<file path="src/rtl/pump_cmd_decoder.sv">
// Front-panel button conditioning and command decoding for pump_controller.
// Five sync+debounce lanes feed a one-command-per-cycle arbiter.
module pump_cmd_decoder #(
  parameter int DEBOUNCE_CYCLES = 20_000
) (
  input  logic       clk,
  input  logic       rst_n,
  input  logic       btn_frag,
  input  logic       btn_timer,
  input  logic       btn_start,
  input  logic       btn_stop,
  input  logic       btn_manual,
  output logic [1:0] fragrance_select,
  output logic [1:0] timer_select,
  output logic       pump_on,
  output logic       pump_off,
  output logic       manual_on,
  output logic [2:0] pump_active
);

  localparam int CW = $clog2(DEBOUNCE_CYCLES) + 1;
  localparam logic [CW-1:0] CMAX = CW'(DEBOUNCE_CYCLES - 1);

  // lane order: frag, timer, start, stop, manual
  logic [4:0]    w_btn;
  logic [4:0]    r_s1;
  logic [4:0]    r_s2;
  logic [4:0]    r_stable;
  logic [4:0]    r_stable_d;
  logic [4:0]    w_press;
  logic [CW-1:0] r_cnt [5];

  assign w_btn = {btn_manual, btn_stop, btn_start,
                  btn_timer, btn_frag};

  always_ff @(posedge clk or negedge rst_n) begin
    if (!rst_n) begin
      r_s1       <= '0;
      r_s2       <= '0;
      r_stable   <= '0;
      r_stable_d <= '0;
      for (int i = 0; i < 5; i++) r_cnt[i] <= '0;
    end else begin
      r_s1       <= w_btn;
      r_s2       <= r_s1;
      r_stable_d <= r_stable;
      for (int i = 0; i < 5; i++) begin
        if (r_s2[i] == r_stable[i]) begin
          r_cnt[i] <= '0;
        end else if (r_cnt[i] == CMAX) begin
          r_stable[i] <= r_s2[i];
          r_cnt[i]    <= '0;
        end else begin
          r_cnt[i] <= r_cnt[i] + 1'b1;
        end
      end
    end
  end

  assign w_press = r_stable & ~r_stable_d;

  logic       w_frag;
  logic       w_timer;
  logic       w_start;
  logic       w_stop;
  logic       w_manual;
  logic       w_on;
  logic       w_off;
  logic       w_man;
  logic [1:0] w_frag_nxt;
  logic [1:0] w_timer_nxt;
  logic [2:0] w_set;
  logic [2:0] w_active_nxt;
  logic [1:0] r_frag;
  logic [1:0] r_timer;
  logic [2:0] r_active;
  logic       r_on;
  logic       r_off;
  logic       r_man;

  assign {w_manual, w_stop, w_start, w_timer, w_frag} = w_press;

  always_comb begin
    w_on         = w_start & ~w_stop;
    w_off        = w_stop;
    w_man        = w_manual & ~w_stop & ~w_start;
    w_frag_nxt   = r_frag;
    w_timer_nxt  = r_timer;
    w_set        = 3'b000;
    w_active_nxt = r_active;
    // frag advance yields to any command so the pump index is stable
    if (w_frag && !(w_start || w_stop || w_manual))
      w_frag_nxt = (r_frag == 2'd2) ? 2'd0 : r_frag + 2'd1;
    if (w_timer)
      w_timer_nxt = (r_timer == 2'd2) ? 2'd0 : r_timer + 2'd1;
    unique case (r_frag)
      2'd0:    w_set = 3'b001;
      2'd1:    w_set = 3'b010;
      2'd2:    w_set = 3'b100;
      default: w_set = 3'b000;
    endcase
    if (w_off)
      w_active_nxt = 3'b000;
    else if (w_on)
      w_active_nxt = r_active | w_set;
  end

  always_ff @(posedge clk or negedge rst_n) begin
    if (!rst_n) begin
      r_frag   <= '0;
      r_timer  <= '0;
      r_active <= '0;
      r_on     <= 1'b0;
      r_off    <= 1'b0;
      r_man    <= 1'b0;
    end else begin
      r_frag   <= w_frag_nxt;
      r_timer  <= w_timer_nxt;
      r_active <= w_active_nxt;
      r_on     <= w_on;
      r_off    <= w_off;
      r_man    <= w_man;
    end
  end

  assign fragrance_select = r_frag;
  assign timer_select     = r_timer;
  assign pump_on          = r_on;
  assign pump_off         = r_off;
  assign manual_on        = r_man;
  assign pump_active      = r_active;

endmodule

</file>
<file path="config.mk">
export PLATFORM = sky130hd
export DESIGN_NAME = pump_cmd_decoder
export DESIGN_NICKNAME = d
export VERILOG_FILES = /design/src/rtl/pump_cmd_decoder.sv
export SDC_FILE = /design/constraint.sdc
export NUM_CORES = 1
export LEC_CHECK = 0
export CAP_MARGIN = 30
export CORE_ASPECT_RATIO = 0.5
export CORE_UTILIZATION = 50
export DETAILED_ROUTE_END_ITERATION = 10
export GPL_TIMING_DRIVEN = 0
export PLACE_DENSITY = 0.77
export SLEW_MARGIN = 10
export SYNTH_ARGS = -nofsm -noshare
export SYNTH_HDL_FRONTEND = slang
export SYNTH_SLANG_ARGS = --single-unit
</file>
<file path="constraint.sdc">
create_clock -name clk -period 2.05 [get_ports clk]
set_input_delay 0.41 -clock clk [delete_from_list [all_inputs] [get_ports clk]]
set_output_delay 0.41 -clock clk [all_outputs]
set_load 0.01 [all_outputs]
</file>
# [Word level (Yosys, flattened, before mapping)]
# Cells that the tools add are included.
[op_classes] n_addsub=7 n_eq_ne=13 n_mux=15 bitwise=13 reduce_logical=11
[ops] op="two-way mux 16 bit" count=10
[ops] op="adder 16 x 1 -> 16 bit, second input constant" count=5
[ops] op="equality test 16 x 15 -> 1 bit, second input constant" count=5
[ops] op="AND reduction 2 bit" count=5
[ops] op="case mux 3 bit (3 select lines)" count=1
[ops] op="NOT 1 bit" count=7
[ops] op="two-way mux 3 bit" count=2
[ops] op="AND 5 bit" count=1
[ops] op="equality test 1 bit" count=5
[ops] op="NOT 5 bit" count=1
[ops] op="adder 2 x 1 -> 2 bit, second input constant" count=2
[ops] op="equality test 2 bit, second input constant" count=2
[ops] op="two-way mux 2 bit" count=2
[ops] op="AND 1 bit" count=3
[ops] op="bitwise OR 3 bit" count=1
[ops] op="equality test 2 x 1 -> 1 bit, second input constant" count=1
[ops] op="zero test 2 bit" count=1
[ops] op="logical OR 1 bit" count=2
[ops] op="nonzero test 2 bit" count=1
[ops] op="logical AND 1 bit" count=1
[ops] op="zero test 1 bit" count=1
[totals] ff_bits=110 inputBits=7 out_inout_bits=10 word_cells=78

# [Longest topological paths before layout]
# Gate-level depths: netlist (run 1).
[depth] depth_word=6 mapped_depth=7 depth_no_buf=5

# [Least setup slack after synthesis (run 1)]
# No wires, ideal clock.
[synth_timing] kind="flip-flop to flip-flop" from="register r_cnt[8] (netlist name)" to="register r_stable[4]" setup_ns=0.125 t_arrival_ns=1.743 required_time_ns=1.925 path_slack_ns=0.182 stages_incl_launch_ff=4 path_buffers=0 synth_period_minus_slack_ns=1.868 path_cell_list="dfrtp_1 -> or4_1 -> or4_4 -> mux2_4"
[synth_via] elab_chain_cells=2
[synth_lines] element="start: declaration" line_no="31" text="logic [CW-1:0] r_cnt [5];"
[synth_lines] element="start signal: indexed assignment" line_no="54" text="r_cnt[i] <= r_cnt[i] + 1'b1;"
[synth_lines] element="equality test 16 x 15 -> 1 bit" line_no="50" text="end else if (r_cnt[i] == CMAX) begin"
[synth_lines] element="AND reduction 2 bit (no line)"
[synth_lines] element="end signal: indexed assignment" line_no="51" text="r_stable[i] <= r_s2[i];"
[synth_lines] element="end: declaration" line_no="28" text="logic [4:0] r_stable;"
# No other way between the ends.
# A chain may end at the register's enable or synchronous reset.

# [Worst setup path after layout (run 1)]
[layout_timing] from="register r_cnt[0] (netlist name)" to="register r_cnt[10] (netlist name)"
[layout_via] elab_chain_cells=3 word_cells_on_any_way=4 classes_between="1 x add/sub; 1 x eq/ne; 2 x mux"
[layout_lines] element="adder 16 x 1 -> 16 bit / equality test 16 x 15 -> 1 bit (equally long branches)" line_no="54, 50"
[layout_lines] element="two-way mux 16 bit (*)" line_no="50"
[layout_lines] element="two-way mux 16 bit (*)" line_no="48" text="if (r_s2[i] == r_stable[i]) begin"
# Every way passes the cells marked *; elsewhere a longest branch is shown, timed or not.

==> results_dict.tcl, run 1 <==
set metrics [dict create \
    die_area_mm2 0.0104 \
    min_path_type "flop to flop" \
    whs_ps 354 \
    cts-buffers-inserted 9 \
    netSwitchingFraction_pct 22.5 \
    vias 3378 \
    nets 517 \
    die_w_um 143 \
    dp_hpwl_mm 5.82 \
    io_buffers 16 \
    wire_per_inst_um 13.6 \
    coreArea_mm2 0.00954 \
    r2r_setup_slack_ps 60 \
    end_kind "flop" \
    synth-seq-cells 110 \
    die_h_um 72.5 \
    root_buffer "clkbuf_16" \
    overflow 0 \
    r2r_end "r_cnt[10]$_DFF_PN0_" \
    final_util_pct 60.5 \
    tightest_slew_ps 447 \
    power_switching_w 0.000935 \
    synth_warnings 0 \
    p_clk_share_pct 42.4 \
    synthCells 469 \
    period_needed_ps 1990 \
    power-per-cell-area_mw_per_mm2 722 \
    finalWirelength_mm 8.80 \
    antenna_found_initial 0 \
    n_antenna_cell 0 \
    maxCapViolations 0 \
    clk_path_buf_depth 2 \
    fmax_ghz 0.503 \
    std_cell_rows 25 \
    cts_tree "yes" \
    cp_data_required_time_ps 2280 \
    drive_above_1_share_pct 12.9 \
    nFillCells 755 \
    p_int_w 0.00323 \
    clk_pin_slew_ps 70 \
    fin_skew_ps 6.68 \
    p_leak_nw 2.36 \
    min_to "r_s2[0]$_DFF_PN0_" \
    ant_nets 0 \
    layout_common_cells "110 x dfrtp_1, 78 x nor2_1, 55 x xnor2_1" \
    clkLatencyLatePin_ps 340 \
    ys_types 40 \
    grt_first_pass_wirelength_mm 14.9 \
    p_seq_share_pct 53.6 \
    syn_nets 481 \
    drc 0 \
    place.gp.congestion 0.805 \
    track_usage_pct 18.5 \
    syn_area_per_cell_um2 10.6 \
    grt_pass1_vias 3263 \
    cts_max_level 3 \
    yosysSeqAreaShare_pct 55.4 \
    r2r_cells 6 \
    multiInputGateArea_mm2 0.00214 \
    crit_fanout 10 \
    path_cells "ha_1 -> nand4_1 -> or4_4 -> nand2b_4 -> buf_12 -> nor2_2" \
    syn2layout_area_growth_pct 16.0 \
    cts.sinks 110 \
    initial_core_util_pct 52.1 \
    vdd_ir_drop_max_v 0.000457 \
    via_per_inst 5.24 \
    r2r-start "r_cnt[0]$_DFF_PN0_" \
    mostFrequentLayoutCell "dfrtp_1" \
    drtIter0Drc 244 \
    p_comb_share_pct 3.9 \
    top_level_ports 17 \
    hp-start "r_s1[0]$_DFF_PN0_" \
    drtPass1Iterations 4 \
    hold_violations 0 \
    fin_crit_sh_pct 97.1 \
    hold_depth 0 \
    slowest_stage "or4_4" \
    critPathKind "flop to flop" \
    relSlewSlack_pct 69.8 \
    startpoint_type "flop" \
    seqCellArea_mm2 0.00275 \
    arrival_ps 2220 \
    status "completed" \
    critPathMaxStageDelay_ps 640 \
    syn_area_mm2 0.00497 \
    setup_viol 0 \
    slew_viol_final 0 \
    grt_max_degree 92 \
]
## cells by family (layout without fill, tap and decap cells)
logic type / Yosys count / count (layout) / synth area share [%]
muxes: 8 / 8 / 1.89
DFF: 110 / 110 / 55.4
adders and majority gates: 5 / 5 / 1.26
xor gates and xnor gates: 69 / 69 / 12.2
buffers and inverters: 29 / 70 / 2.92
and+or+nand+nor: 232 / 232 / 24.5
AOI/OAI and AO/OA: 16 / 16 / 1.91
## through the flow
step	power [W]	instance area, µm²	TNS [ps]	std cells	setup WS [ps]
after floorplan	0.00235	4970	0	469	182
after global placement	0.00243	5300	-385910	620	-3520
after detailed placement	0.00244	5330	-1210	621	-89.8
after CTS	0.00421	5680	0	638	14.8
after global routing	0.00431	5770	-399	645	-46.8
final	0.00416	5770	0	645	60.4
## power by group through the flow
stage | registers (W) | logic [W] | clock network [W]
floorplan | 0.00227 | 0.0000842 | 0
global placement | 0.00227 | 0.000153 | 0
detailed placement | 0.00228 | 0.000164 | 0
CTS | 0.00223 | 0.000167 | 0.00181
global route | 0.00224 | 0.000190 | 0.00189
finish | 0.00223 | 0.000163 | 0.00177
## cell usage after synthesis (all sizes together)
cell type  instances  share of area, %
o31ai              1              0.15
or4bb              1              0.23
inv               19               1.4
nor4              23               2.9
nand4             17               2.3
nand2             25               1.9
or4                7               1.1
mux2               8               1.9
clkbuf             1             0.075
or4b               4              0.81
and3               1              0.13
or3b               2              0.35
dfrtp            110                55
a21oi              6              0.60
nand3             26               2.8
nand2b             3              0.53
nor4b              1              0.18
xnor2             55               9.7
nor3              14               1.4
and4               2              0.35
o21ai              6              0.60
xor2              14               2.5
nand4bb            1              0.23
ha                 5               1.3
or2                6              0.75
nor2              88               7.1
or3                9               1.1
nor2b              2              0.25
a32o               1              0.20
a22o               2              0.35
buf                9               1.4
## sequential cells by signal (all words and copies together) (netlist names)
name and cells:
r_stable_d 5, fragrance_select 2, r_s2 5, pump_active 3, r_stable 5, r_cnt 80, pump_on 1, pump_off 1
timer_select 2, r_s1 5, manual_on 1
## what timing repair did
| action | CTS | global route |
|---|---|---|
| setup endpoints to repair | 40 | 46 |
| hold buffers | 1 | 0 |
| gates resized for setup | 5 | 6 |
| hold endpoints to repair | 19 | 0 |
| pin swaps | 0 | 6 |
| buffers inserted | 0 | 7 |
## metal layers
layer,track usage (%),routed length [µm]
met1,24.1,4210
met2,31.3,4260
met3,4.42,198
met4,5.14,125
met5,0,0
## layout make-up
| class | count | area share (%) |
|---|---|---|
| inverters | 19 | 1.24 |
| flip-flops and latches | 110 | 47.7 |
| plain buffers | 10 | 1.39 |
| multi-input cells | 330 | 37.0 |
| well taps | 135 | 2.93 |
| repair buffers | 25 | 4.36 |
| clock inverters | 7 | 1.41 |
| clock buffers | 9 | 3.90 |
## worst max-delay path by stage
stage                              from                       to  slack (ps)  cells past startpoint
global route         r_cnt[0]$_DFF_PN0_       r_cnt[8]$_DFF_PN0_         -50                      6
CTS                 r_cnt[69]$_DFF_PN0_      r_cnt[72]$_DFF_PN0_          10                      6
detailed placement  r_cnt[53]$_DFF_PN0_      r_cnt[61]$_DFF_PN0_         -90                      6
global placement                  rst_n       r_cnt[9]$_DFF_PN0_       -3520                      1
floorplan            r_cnt[8]$_DFF_PN0_  r_stable[4]$_DFFE_PN0P_         180                      3
finish               r_cnt[0]$_DFF_PN0_      r_cnt[10]$_DFF_PN0_          60                      6
## critical path, delay by kind of cell (launching register included)
| family | cells | cell delay, ps |
|---|---|---|
| adders and majority gates | 1 | 250 |
| buffers and inverters | 1 | 150 |
| and+or+nand+nor | 4 | 1060 |
| DFF | 1 | 400 |
(Power assumes the default switching activity.)
==> inputs of run 2 (changes only) <==
Settings changed: DONT_BUFFER_PORTS from default to 1, PLACE_DENSITY 0.77 to 0.75.
==> run 2 against run 1 <==
The run now ends with hold timing left. Wire length is 5.4% lower. Final area is 3.3% lower. Core utilization is 2.0 points lower. Sequential power hardly changed. Flip-flop and latch count stayed put. Register-to-register slack hardly changed. Worst setup slack better by 4.3 ps. Critical path depth is 1 lower. Critical path type unchanged. Total power is 0.35% lower.
==> results_dict.tcl, run 2 (synthesized netlist as in run 1, its figures left out) <==
set metrics [dict create \
    status "complete, but fails checks" \
    violations "hold timing" \
    initial_core_util_pct 52.1 \
    root_buffer "clkbuf_16" \
    vias 3302 \
    path_cells "or4b_1 -> or4_4 -> nand2b_4 -> buf_12 -> nor2_2" \
    io_buffers 0 \
    relSlewSlack_pct 68.4 \
    n_antenna_cell 0 \
    grt_first_pass_wirelength_mm 14.5 \
    antenna_found_initial 0 \
    arrival_ps 2230 \
    r2r_setup_slack_ps 60 \
    setup_tns_ps 0 \
    power-per-cell-area_mw_per_mm2 744 \
    fin_skew_ps 7.60 \
    drive_above_1_share_pct 13.4 \
    path_buf_inv 1 \
    nets 498 \
    crit_family "simple AND/OR/NAND/NOR gates" \
    tightest_slew_ps 467 \
    cts-buffers-inserted 9 \
    end_kind "flop" \
    wire_per_inst_um 13.3 \
    place.gp.congestion 0.841 \
    clk_pin_slew_ps 70 \
    via_per_inst 5.27 \
    critPathMaxStageDelay_ps 590 \
    largest_register_ffs 80 \
    ant_nets 0 \
    drtIter0Drc 140 \
    clk_path_buf_depth 2 \
    maxCapViolations 0 \
    syn2layout_area_growth_pct 12.2 \
    fin_crit_sh_pct 96.8 \
    die_w_um 143 \
    die_area_mm2 0.0104 \
    regMostFlops "r_cnt" \
    grt_max_degree 111 \
    coreArea_mm2 0.00954 \
    drtPass1Iterations 4 \
    finalWirelength_mm 8.32 \
    top_level_ports 17 \
    min_path_type "input pin to asynchronous set/reset pin" \
    fmax_ghz 0.504 \
    grt_pass1_vias 3194 \
    rsz0062_at_grt "false" \
    period_needed_ps 1990 \
    std_cell_rows 25 \
    overflow 0 \
    setup_viol 0 \
    cts_tree "yes" \
    slew_viol_final 0 \
    whs_ps -247 \
    clkLatencyLatePin_ps 350 \
    layout_common_cells "108 x dfrtp_1, 78 x nor2_1, 55 x xnor2_1" \
    cts.sinks 110 \
    dp_hpwl_mm 5.45 \
    critPathKind "flop to flop" \
    p_leak_nw 2.29 \
    crit_fanout 10 \
    track_usage_pct 18.2 \
    startpoint_type "flop" \
    vdd_ir_drop_max_v 0.000495 \
    slowest_stage "or4_4" \
    cp_data_required_time_ps 2290 \
    die_h_um 72.5 \
    hold_violations 110 \
    mostFrequentLayoutCell "dfrtp_1" \
    final_util_pct 58.5 \
    drc 0 \
    cts_max_level 3 \
]
## run 2: report_power, final
| part | total [W] | switching (W) | leakage (nW) | internal [W] |
|---|---|---|---|---|
| clock | 0.00181 | 0.000762 | 0.159 | 0.00105 |
| sequential | 0.00223 | 0.0000311 | 1.50 | 0.00220 |
| combinational | 0.000101 | 0.0000575 | 0.638 | 0.0000438 |
## run 2: through the flow
stage / setup WS, ps / instances / power, W / area (µm²) / hold WS [ps]
finish: 64.7 / 626 / 0.00415 / 5580 / -247
global route: 0.245 / 626 / 0.00429 / 5580 / -263
CTS: 54.2 / 620 / 0.00420 / 5480 / -261
detailed placement: -14.8 / 604 / 0.00238 / 5140 / 118
global placement: 14.1 / 604 / 0.00237 / 5140 / 118
floorplan: 182 / 469 / 0.00235 / 4970 / 114
## run 2: worst paths after layout
kind | end | cells past startpoint | start
worst max-delay path | r_cnt[8]$_DFF_PN0_ | 5 | r_cnt[13]$_DFF_PN0_
worst min-delay path | r_cnt[60]$_DFF_PN0_ | 0 | rst_n
worst max register to register | r_cnt[8]$_DFF_PN0_ | 5 | r_cnt[13]$_DFF_PN0_
worst min register to register | r_s2[2]$_DFF_PN0_ | 0 | r_s1[2]$_DFF_PN0_
max in group asynchronous | r_cnt[42]$_DFF_PN0_ | 0 | rst_n
min in group clk | r_s1[1]$_DFF_PN0_ | 0 | btn_timer
## run 2: final cells by class
| class | count | area (µm²) |
|---|---|---|
| inverters | 19 | 71.3 |
| repair buffers | 6 | 45.0 |
| plain buffers | 10 | 77.6 |
| flip-flops and latches | 110 | 2760 |
| clock inverters | 4 | 52.6 |
| well taps | 135 | 169 |
| fillers | 765 | 3960 |
| clock buffers | 12 | 267 |
| multi-input cells | 330 | 2140 |
## run 2: what timing repair did
action                                  in CTS  in global routing
hold endpoints to repair                   110                110
pin swaps                                    0                  6
endpoints found under the setup margin      27                 51
setup buffers                                0                  6
resized for setup                            3                 10
## run 2: layer usage
layer,vias to the layer above,track usage (%),routed length (µm)
li1,1640,-,-
met1,1614,22.7,3950
met2,39,30.3,3980
met3,9,5.61,292
met4,0,6.21,92
met5,-,0,0
